==> src/rtl/csc_pkg.sv <==
// Shared constants for the three-channel colour-space converter:
// stream flag bit positions, flag widths and the default sample width.
package csc_pkg;
    localparam int W_DEF  = 16;
    localparam int MF_W   = 4;
    localparam int SF_W   = 2;
    localparam int STAGES = 2;

    localparam int FV = 0;
    localparam int FL = 1;
    localparam int FF = 2;
    localparam int FA = 3;
    localparam int FB = 0;
endpackage

==> src/rtl/csc_dot3.sv <==
// One output row of the converter: three signed products registered in stage 1,
// their sum registered (truncated to W bits, wrap-around) in stage 2.
module csc_dot3
    import csc_pkg::*;
#(
    parameter int W = W_DEF
) (
    input  logic                clk,
    input  logic                rst,
    input  logic                en,
    input  logic [2:0][W-1:0]   a,
    input  logic [2:0][W-1:0]   x,
    output logic [W-1:0]        y
);
    localparam int PW = 2 * W;
    localparam int SW = 2 * W + 2;

    logic signed [PW-1:0] prod [3];
    logic signed [SW-1:0] sum;
    logic                 unused_sum_hi;

    always_ff @(posedge clk) begin
        if (rst) begin
            for (int j = 0; j < 3; j++) prod[j] <= '0;
        end else if (en) begin
            for (int j = 0; j < 3; j++)
                prod[j] <= PW'($signed(a[j])) * PW'($signed(x[j]));
        end
    end

    always_comb sum = SW'(prod[0]) + SW'(prod[1]) + SW'(prod[2]);

    // Only the low W bits leave the block; overflow wraps by design.
    assign unused_sum_hi = ^sum[SW-1:W];

    always_ff @(posedge clk) begin
        if (rst)     y <= '0;
        else if (en) y <= sum[W-1:0];
    end
endmodule

==> src/rtl/csc_matrix.sv <==
// Streaming 3x3 signed matrix multiply: joins x0/x1/x2 beat by beat, carries the
// x0 flags alongside the two-stage arithmetic pipeline, stalls on consumer busy.
module csc_matrix
    import csc_pkg::*;
#(
    parameter int W = W_DEF
) (
    input  logic            clk,
    input  logic            rst,
    input  logic [W-1:0]    A00,
    input  logic [W-1:0]    A01,
    input  logic [W-1:0]    A02,
    input  logic [W-1:0]    A10,
    input  logic [W-1:0]    A11,
    input  logic [W-1:0]    A12,
    input  logic [W-1:0]    A20,
    input  logic [W-1:0]    A21,
    input  logic [W-1:0]    A22,
    input  logic [W-1:0]    x0_d0,
    input  logic [W-1:0]    x1_d0,
    input  logic [W-1:0]    x2_d0,
    input  logic [MF_W-1:0] x0_mflags,
    input  logic [MF_W-1:0] x1_mflags,
    input  logic [MF_W-1:0] x2_mflags,
    output logic [SF_W-1:0] x0_sflags,
    output logic [SF_W-1:0] x1_sflags,
    output logic [SF_W-1:0] x2_sflags,
    output logic [W-1:0]    y0_d0,
    output logic [W-1:0]    y1_d0,
    output logic [W-1:0]    y2_d0,
    output logic [MF_W-1:0] y0_mflags,
    output logic [MF_W-1:0] y1_mflags,
    output logic [MF_W-1:0] y2_mflags,
    input  logic [SF_W-1:0] y0_sflags,
    input  logic [SF_W-1:0] y1_sflags,
    input  logic [SF_W-1:0] y2_sflags
);
    logic [2:0][2:0][W-1:0] coef;
    logic [2:0][W-1:0]      xv;
    logic [2:0][W-1:0]      yv;
    logic                   stall;
    logic                   accept;
    logic [STAGES:1]        vld_q;
    logic [STAGES:0]        vld_pipe;
    logic [STAGES:1][2:0]   afl_pipe;
    logic [MF_W-1:0]        mflags;
    logic                   unused_flags;

    assign coef[0] = {A02, A01, A00};
    assign coef[1] = {A12, A11, A10};
    assign coef[2] = {A22, A21, A20};
    assign xv      = {x2_d0, x1_d0, x0_d0};

    assign stall  = vld_pipe[STAGES] & (y0_sflags[FB] | y1_sflags[FB] | y2_sflags[FB]);
    // Nothing is consumed during reset, so sources see busy while rst is high.
    assign accept = x0_mflags[FV] & x1_mflags[FV] & x2_mflags[FV] & ~stall & ~rst;
    assign vld_pipe = {vld_q, accept};

    always_ff @(posedge clk) begin
        if (rst) begin
            vld_q    <= '0;
            afl_pipe <= '0;
        end else if (!stall) begin
            vld_q       <= vld_pipe[STAGES-1:0];
            afl_pipe[1] <= accept ? {x0_mflags[FA], x0_mflags[FF], x0_mflags[FL]} : 3'b000;
            afl_pipe[2] <= afl_pipe[1];
        end
    end

    for (genvar i = 0; i < 3; i++) begin : g_row
        csc_dot3 #(.W(W)) u_row (
            .clk (clk),
            .rst (rst),
            .en  (~stall),
            .a   (coef[i]),
            .x   (xv),
            .y   (yv[i])
        );
    end

    assign mflags    = {afl_pipe[STAGES], vld_pipe[STAGES]};
    assign y0_mflags = mflags;
    assign y1_mflags = mflags;
    assign y2_mflags = mflags;
    assign y0_d0     = yv[0];
    assign y1_d0     = yv[1];
    assign y2_d0     = yv[2];

    assign x0_sflags = {1'b0, ~accept};
    assign x1_sflags = {1'b0, ~accept};
    assign x2_sflags = {1'b0, ~accept};

    assign unused_flags = ^{x1_mflags[MF_W-1:1], x2_mflags[MF_W-1:1],
                            y0_sflags[1], y1_sflags[1], y2_sflags[1]};
endmodule

==> config.mk <==
export PLATFORM = sky130hd
export DESIGN_NAME = csc_matrix
export DESIGN_NICKNAME = d
export VERILOG_FILES = /design/src/rtl/csc_pkg.sv /design/src/rtl/csc_dot3.sv /design/src/rtl/csc_matrix.sv
export SDC_FILE = /design/constraint.sdc
export NUM_CORES = 2
export LEC_CHECK = 0
export CAP_MARGIN = 20
export CORE_ASPECT_RATIO = 1.4
export CORE_UTILIZATION = 28
export DETAILED_ROUTE_END_ITERATION = 8
export DONT_BUFFER_PORTS = 1
export SYNTH_ARGS = -nofsm -noshare
export SYNTH_HDL_FRONTEND = slang
export SYNTH_SLANG_ARGS = --single-unit
==> constraint.sdc <==
create_clock -name clk -period 9.2 [get_ports clk]
set_input_delay 1.84 -clock clk [delete_from_list [all_inputs] [get_ports clk]]
set_output_delay 1.84 -clock clk [all_outputs]
set_load 0.01 [all_outputs]
==> impl_metrics.xml <==
<?xml version="1.0" encoding="UTF-8"?>
<metrics>
  <group name="timing">
    <metric name="tightestPinTransition" unit="ns">0.885</metric>
    <metric name="fin_crit_sh" unit="%">72.5</metric>
    <metric name="setup_tns" unit="ns">0</metric>
    <metric name="final.hold.worst_slack" unit="ns">0.462</metric>
    <metric name="finalClockSkew" unit="ns">0.0187</metric>
    <metric name="final-setup-viol-count" unit="">0</metric>
    <metric name="finalWorstPathRequiredPeriod" unit="ns">6.67</metric>
    <metric name="timing_max_transition_violations_final" unit="">0</metric>
    <metric name="setup_repair_after_global_routing_missed_its_margin" unit="">false</metric>
    <metric name="clock.fmax" unit="GHz">0.150</metric>
    <metric name="hold_viol_final" unit="">0</metric>
    <metric name="slew_headroom" unit="%">41.0</metric>
  </group>
  <group name="logic_synthesis">
    <metric name="synth_area" unit="µm²">47000</metric>
    <metric name="largest_cells_by_area_after_synthesis" unit="">sky130_fd_sc_hd__fa_1, sky130_fd_sc_hd__ha_1, sky130_fd_sc_hd__inv_1</metric>
    <metric name="synth_ff_type" unit="">sky130_fd_sc_hd__edfxtp_1</metric>
    <metric name="post-synth-top-area-cell" unit="">sky130_fd_sc_hd__fa_1</metric>
    <metric name="post_synthesis_register_bit_count" unit="">200</metric>
    <metric name="synth_cell_types" unit="">65</metric>
    <metric name="synthesis.yosys.warnings" unit="">0</metric>
    <metric name="synth_top_area_share" unit="%">32.3</metric>
    <metric name="proportion_of_synthesized_flip_flops_having_asynchronous_set_or_reset" unit="%">0</metric>
    <metric name="count_of_flip_flops_with_a_built_in_enable_after_synthesis" unit="">144</metric>
    <metric name="avgSynthCellArea" unit="µm²">8.94</metric>
    <metric name="seq_area_frac_synth" unit="%">11.6</metric>
    <metric name="count_of_mapped_cells_out_of_synthesis" unit="">5263</metric>
  </group>
  <group name="layout">
    <metric name="layout-drive-gt1-share" unit="%">1.09</metric>
    <metric name="finalCoreUtilization" unit="%">29.7</metric>
    <metric name="areaGrowthSynthToFinish" unit="%">5.27</metric>
    <metric name="nNetsFinal" unit="">6615</metric>
  </group>
  <group name="die">
    <metric name="floorplan.rows" unit="">177</metric>
    <metric name="die_w" unit="µm">348</metric>
    <metric name="start_util" unit="%">28.2</metric>
    <metric name="fp.dieH" unit="µm">487</metric>
    <metric name="fp.dieArea" unit="µm²">170000</metric>
    <metric name="design.core.area" unit="µm²">167000</metric>
    <metric name="io_pins" unit="">278</metric>
  </group>
  <group name="setup_path">
    <metric name="worst-path-buf-inv" unit="">3</metric>
    <metric name="critical_path.most_common_cell" unit="">sky130_fd_sc_hd__fa_1</metric>
    <metric name="critical_path.max_stage_delay" unit="ns">0.56</metric>
    <metric name="crit_arrival" unit="ns">6.89</metric>
    <metric name="number_of_cells_on_the_worst_reg_to_reg_path" unit="">11</metric>
    <metric name="critical_path.slowest_cell" unit="">sky130_fd_sc_hd__fa_1</metric>
    <metric name="path_max_fanout" unit="">45</metric>
    <metric name="path_delay_family" unit="">adder cells</metric>
    <metric name="timing_worst_setup_path_type" unit="">in -&gt; reg</metric>
    <metric name="path_cells" unit="">and2_1 &gt; fa_1 &gt; inv_1 &gt; fa_1 &gt; inv_1 &gt; fa_1 &gt; inv_1 &gt; fa_1 &gt; fa_1 &gt; fa_1 &gt; xor2_1 &gt; xnor2_1 &gt; xnor2_1 &gt; xnor2_1 &gt; xnor3_1 &gt; xnor2_1 &gt; nor2_1</metric>
    <metric name="critical_path.startpoint_type" unit="">input port</metric>
    <metric name="worst_ep_required_time" unit="ns">9.42</metric>
    <metric name="setup.worst_path.end_class" unit="">flip-flop</metric>
    <metric name="number_of_gates_on_the_worst_path_with_buffers_counted" unit="">17</metric>
  </group>
  <group name="pwr">
    <metric name="power_leakage" unit="nW">24.3</metric>
    <metric name="ir_drop" unit="µV">395</metric>
    <metric name="power-per-cell-area" unit="nW/µm²">330</metric>
  </group>
  <group name="routing">
    <metric name="postRouteAntennaNets" unit="">0</metric>
    <metric name="post_drt_wl_per_cell" unit="µm">16.5</metric>
    <metric name="drt-vias-per-instance" unit="">4.52</metric>
    <metric name="detailroute.via_count" unit="">33000</metric>
    <metric name="drt_pass1_iterations" unit="">5</metric>
    <metric name="initialDrtViolationCount" unit="">1416</metric>
    <metric name="drc" unit="">0</metric>
    <metric name="totalWireLength" unit="µm">121000</metric>
  </group>
  <group name="global_routing">
    <metric name="first_global_vias" unit="">36400</metric>
    <metric name="grt_start_max_net_pins" unit="">87</metric>
    <metric name="first_pass_grt_wire_length" unit="µm">196000</metric>
    <metric name="grt_usage" unit="%">14.7</metric>
    <metric name="initial_antenna_violation_count" unit="">5</metric>
    <metric name="global_route.overflow_total" unit="">0</metric>
  </group>
  <group name="clock_tree">
    <metric name="cts_tree" unit="">built</metric>
    <metric name="cts_root_buf" unit="">sky130_fd_sc_hd__clkbuf_16</metric>
    <metric name="post_cts_resized" unit="">0</metric>
    <metric name="clk_latency" unit="ns">0.50</metric>
    <metric name="clk_path_buf_depth" unit="">2</metric>
    <metric name="clkSinkCount" unit="">200</metric>
    <metric name="post_cts_buffers" unit="">0</metric>
    <metric name="clkTransAtPathRegs" unit="ns">0.08</metric>
    <metric name="cts_inserted_buffers" unit="">17</metric>
    <metric name="htree_levels" unit="">4</metric>
    <metric name="holdBufCountCts" unit="">0</metric>
  </group>
  <group name="placement">
    <metric name="dp_hpwl" unit="µm">97100</metric>
    <metric name="count_of_input_and_output_buffers" unit="">0</metric>
    <metric name="globalplace.congestion" unit="">0.873</metric>
  </group>
  <group name="run_status">
    <metric name="run_status" unit="">finished, final reports clean</metric>
  </group>
  <group name="flow_run">
    <metric name="timing.max_cap.violations" unit="">0</metric>
  </group>
  <group name="worst_hold_path">
    <metric name="hold_depth" unit="">2</metric>
    <metric name="hold_path.class" unit="">reg -&gt; reg</metric>
  </group>
</metrics>
[metrics by stage]
step / power (mW) / area [µm²] / worst slack, ns / cells
after floorplan: 11.7 / 47000 / 2.24 / 5265
after global placement: 15.4 / 48900 / 1.95 / 7271
after detailed placement: 15.6 / 48900 / 2.01 / 7271
after CTS: 16.6 / 49500 / 2.53 / 7303
after global routing: 18.2 / 49500 / 2.35 / 7303
final: 16.3 / 49500 / 2.53 / 7304
[power by group]
group	leakage (nW)	internal (mW)	total, mW	switching [mW]
sequential	2.13	1.54	1.86	0.315
clock	0.301	0.396	0.818	0.422
combinational	21.9	5.91	13.6	7.74
total	24.3	7.85	16.3	8.47
[per-layer routing]
metal  up-vias  wire, µm  track usage, %
met1     16700     50000            18.0
met4         2      2540            3.98
li1      15300         -               -
met2       775     60900            26.1
met3       137      7360            2.77
met5         -        13               0
[registers in the layout, indices dropped and copies added, names as in the netlist]
register and count:
vld_q 2, afl_pipe 3, y0_mflags 3, g_row.u_row.prod 144, g_row.u_row.y 48
[cells in the mapped netlist, drive strengths merged (9+ instances only)]
cell type,count
a21oi,74
o21bai,21
inv,1172
o21a,16
nor2b,12
o21ai,91
a31oi,15
and3,13
buf,47
fa,759
clkbuf,189
xor2,89
or3,13
nand3,12
xnor3,9
ha,591
a21o,50
nor3,26
nor2,129
dfxtp,56
a22o,10
nand2b,18
and2,614
xnor2,296
edfxtp,144
nand2,701
a211oi,22
[placed cells by master (no fill, tap or decap), types with 3 or more instances in the layout]
cell type                   count
sky130_fd_sc_hd__nand3_1       12
sky130_fd_sc_hd__and3_1        13
sky130_fd_sc_hd__o21a_1        16
sky130_fd_sc_hd__inv_6          4
sky130_fd_sc_hd__nand2_1      701
sky130_fd_sc_hd__xnor2_1      287
sky130_fd_sc_hd__a211oi_1      21
sky130_fd_sc_hd__o21bai_1      21
sky130_fd_sc_hd__o31ai_1        4
sky130_fd_sc_hd__a32o_1         4
sky130_fd_sc_hd__o22ai_1        4
sky130_fd_sc_hd__buf_4          5
sky130_fd_sc_hd__o221ai_1       4
sky130_fd_sc_hd__and2_1       614
sky130_fd_sc_hd__or3_1         13
sky130_fd_sc_hd__dfxtp_1       56
sky130_fd_sc_hd__a22o_1        10
sky130_fd_sc_hd__edfxtp_1     144
sky130_fd_sc_hd__a31oi_1       15
sky130_fd_sc_hd__o211ai_1       7
sky130_fd_sc_hd__clkbuf_16     17
sky130_fd_sc_hd__xor2_1        89
sky130_fd_sc_hd__mux2i_1        4
sky130_fd_sc_hd__conb_1         3
sky130_fd_sc_hd__o21ai_0       89
sky130_fd_sc_hd__nor2_1       128
sky130_fd_sc_hd__a21oi_1       74
sky130_fd_sc_hd__inv_1       1171
sky130_fd_sc_hd__nor3_1        26
sky130_fd_sc_hd__xnor3_1        9
sky130_fd_sc_hd__nand2b_1      17
sky130_fd_sc_hd__xnor2_2        9
sky130_fd_sc_hd__a21o_1        50
sky130_fd_sc_hd__nand4_1        6
sky130_fd_sc_hd__a21boi_0       4
sky130_fd_sc_hd__fa_1         759
sky130_fd_sc_hd__nor2b_1       11
sky130_fd_sc_hd__clkinv_8       4
sky130_fd_sc_hd__ha_1         591
[kinds of logic after synthesis]
group | after synthesis | share of synthesized area, %
mux | 4 | 0.0851
flops | 200 | 11.6
other cells | 1 | 0.00797
fa+ha+maj | 1350 | 48.0
simple gates | 1562 | 16.3
xor+xnor | 394 | 7.74
compound gates | 344 | 4.70
buf+inv | 1408 | 11.5
[worst paths after layout]
path,start,slack (ns),to
hold reg to reg,vld_q[1]$_SDFFE_PP0N_,0.46,vld_q[2]$_SDFFE_PP0N_
hold / removal,vld_q[1]$_SDFFE_PP0N_,0.46,vld_q[2]$_SDFFE_PP0N_
setup reg to reg,g_row[1].u_row.prod[0][1]$_SDFFCE_PN0P_,5.80,g_row[1].u_row.y[15]$_SDFFE_PP0N_
setup / recovery,x0_d0[1],2.53,g_row[2].u_row.prod[0][15]$_SDFFCE_PN0P_
[worst min-delay path, cell delays in order, from the launching register on]
cell	delay (ns)
sky130_fd_sc_hd__dfxtp_1	0.30
sky130_fd_sc_hd__inv_1	0.06
sky130_fd_sc_hd__a21oi_1	0.06
[layout make-up]
type	instances	area [µm²]
multi-input cells	3657	36200
clock buffers	18	429
repair buffers	5	37.5
diodes	1	2.50
well taps	2237	2800
clock inverters	14	194
flip-flops and latches	200	5450
inverters	1172	4400
fillers	17700	117000
Note: power is estimated with default switching activity, not from simulation.
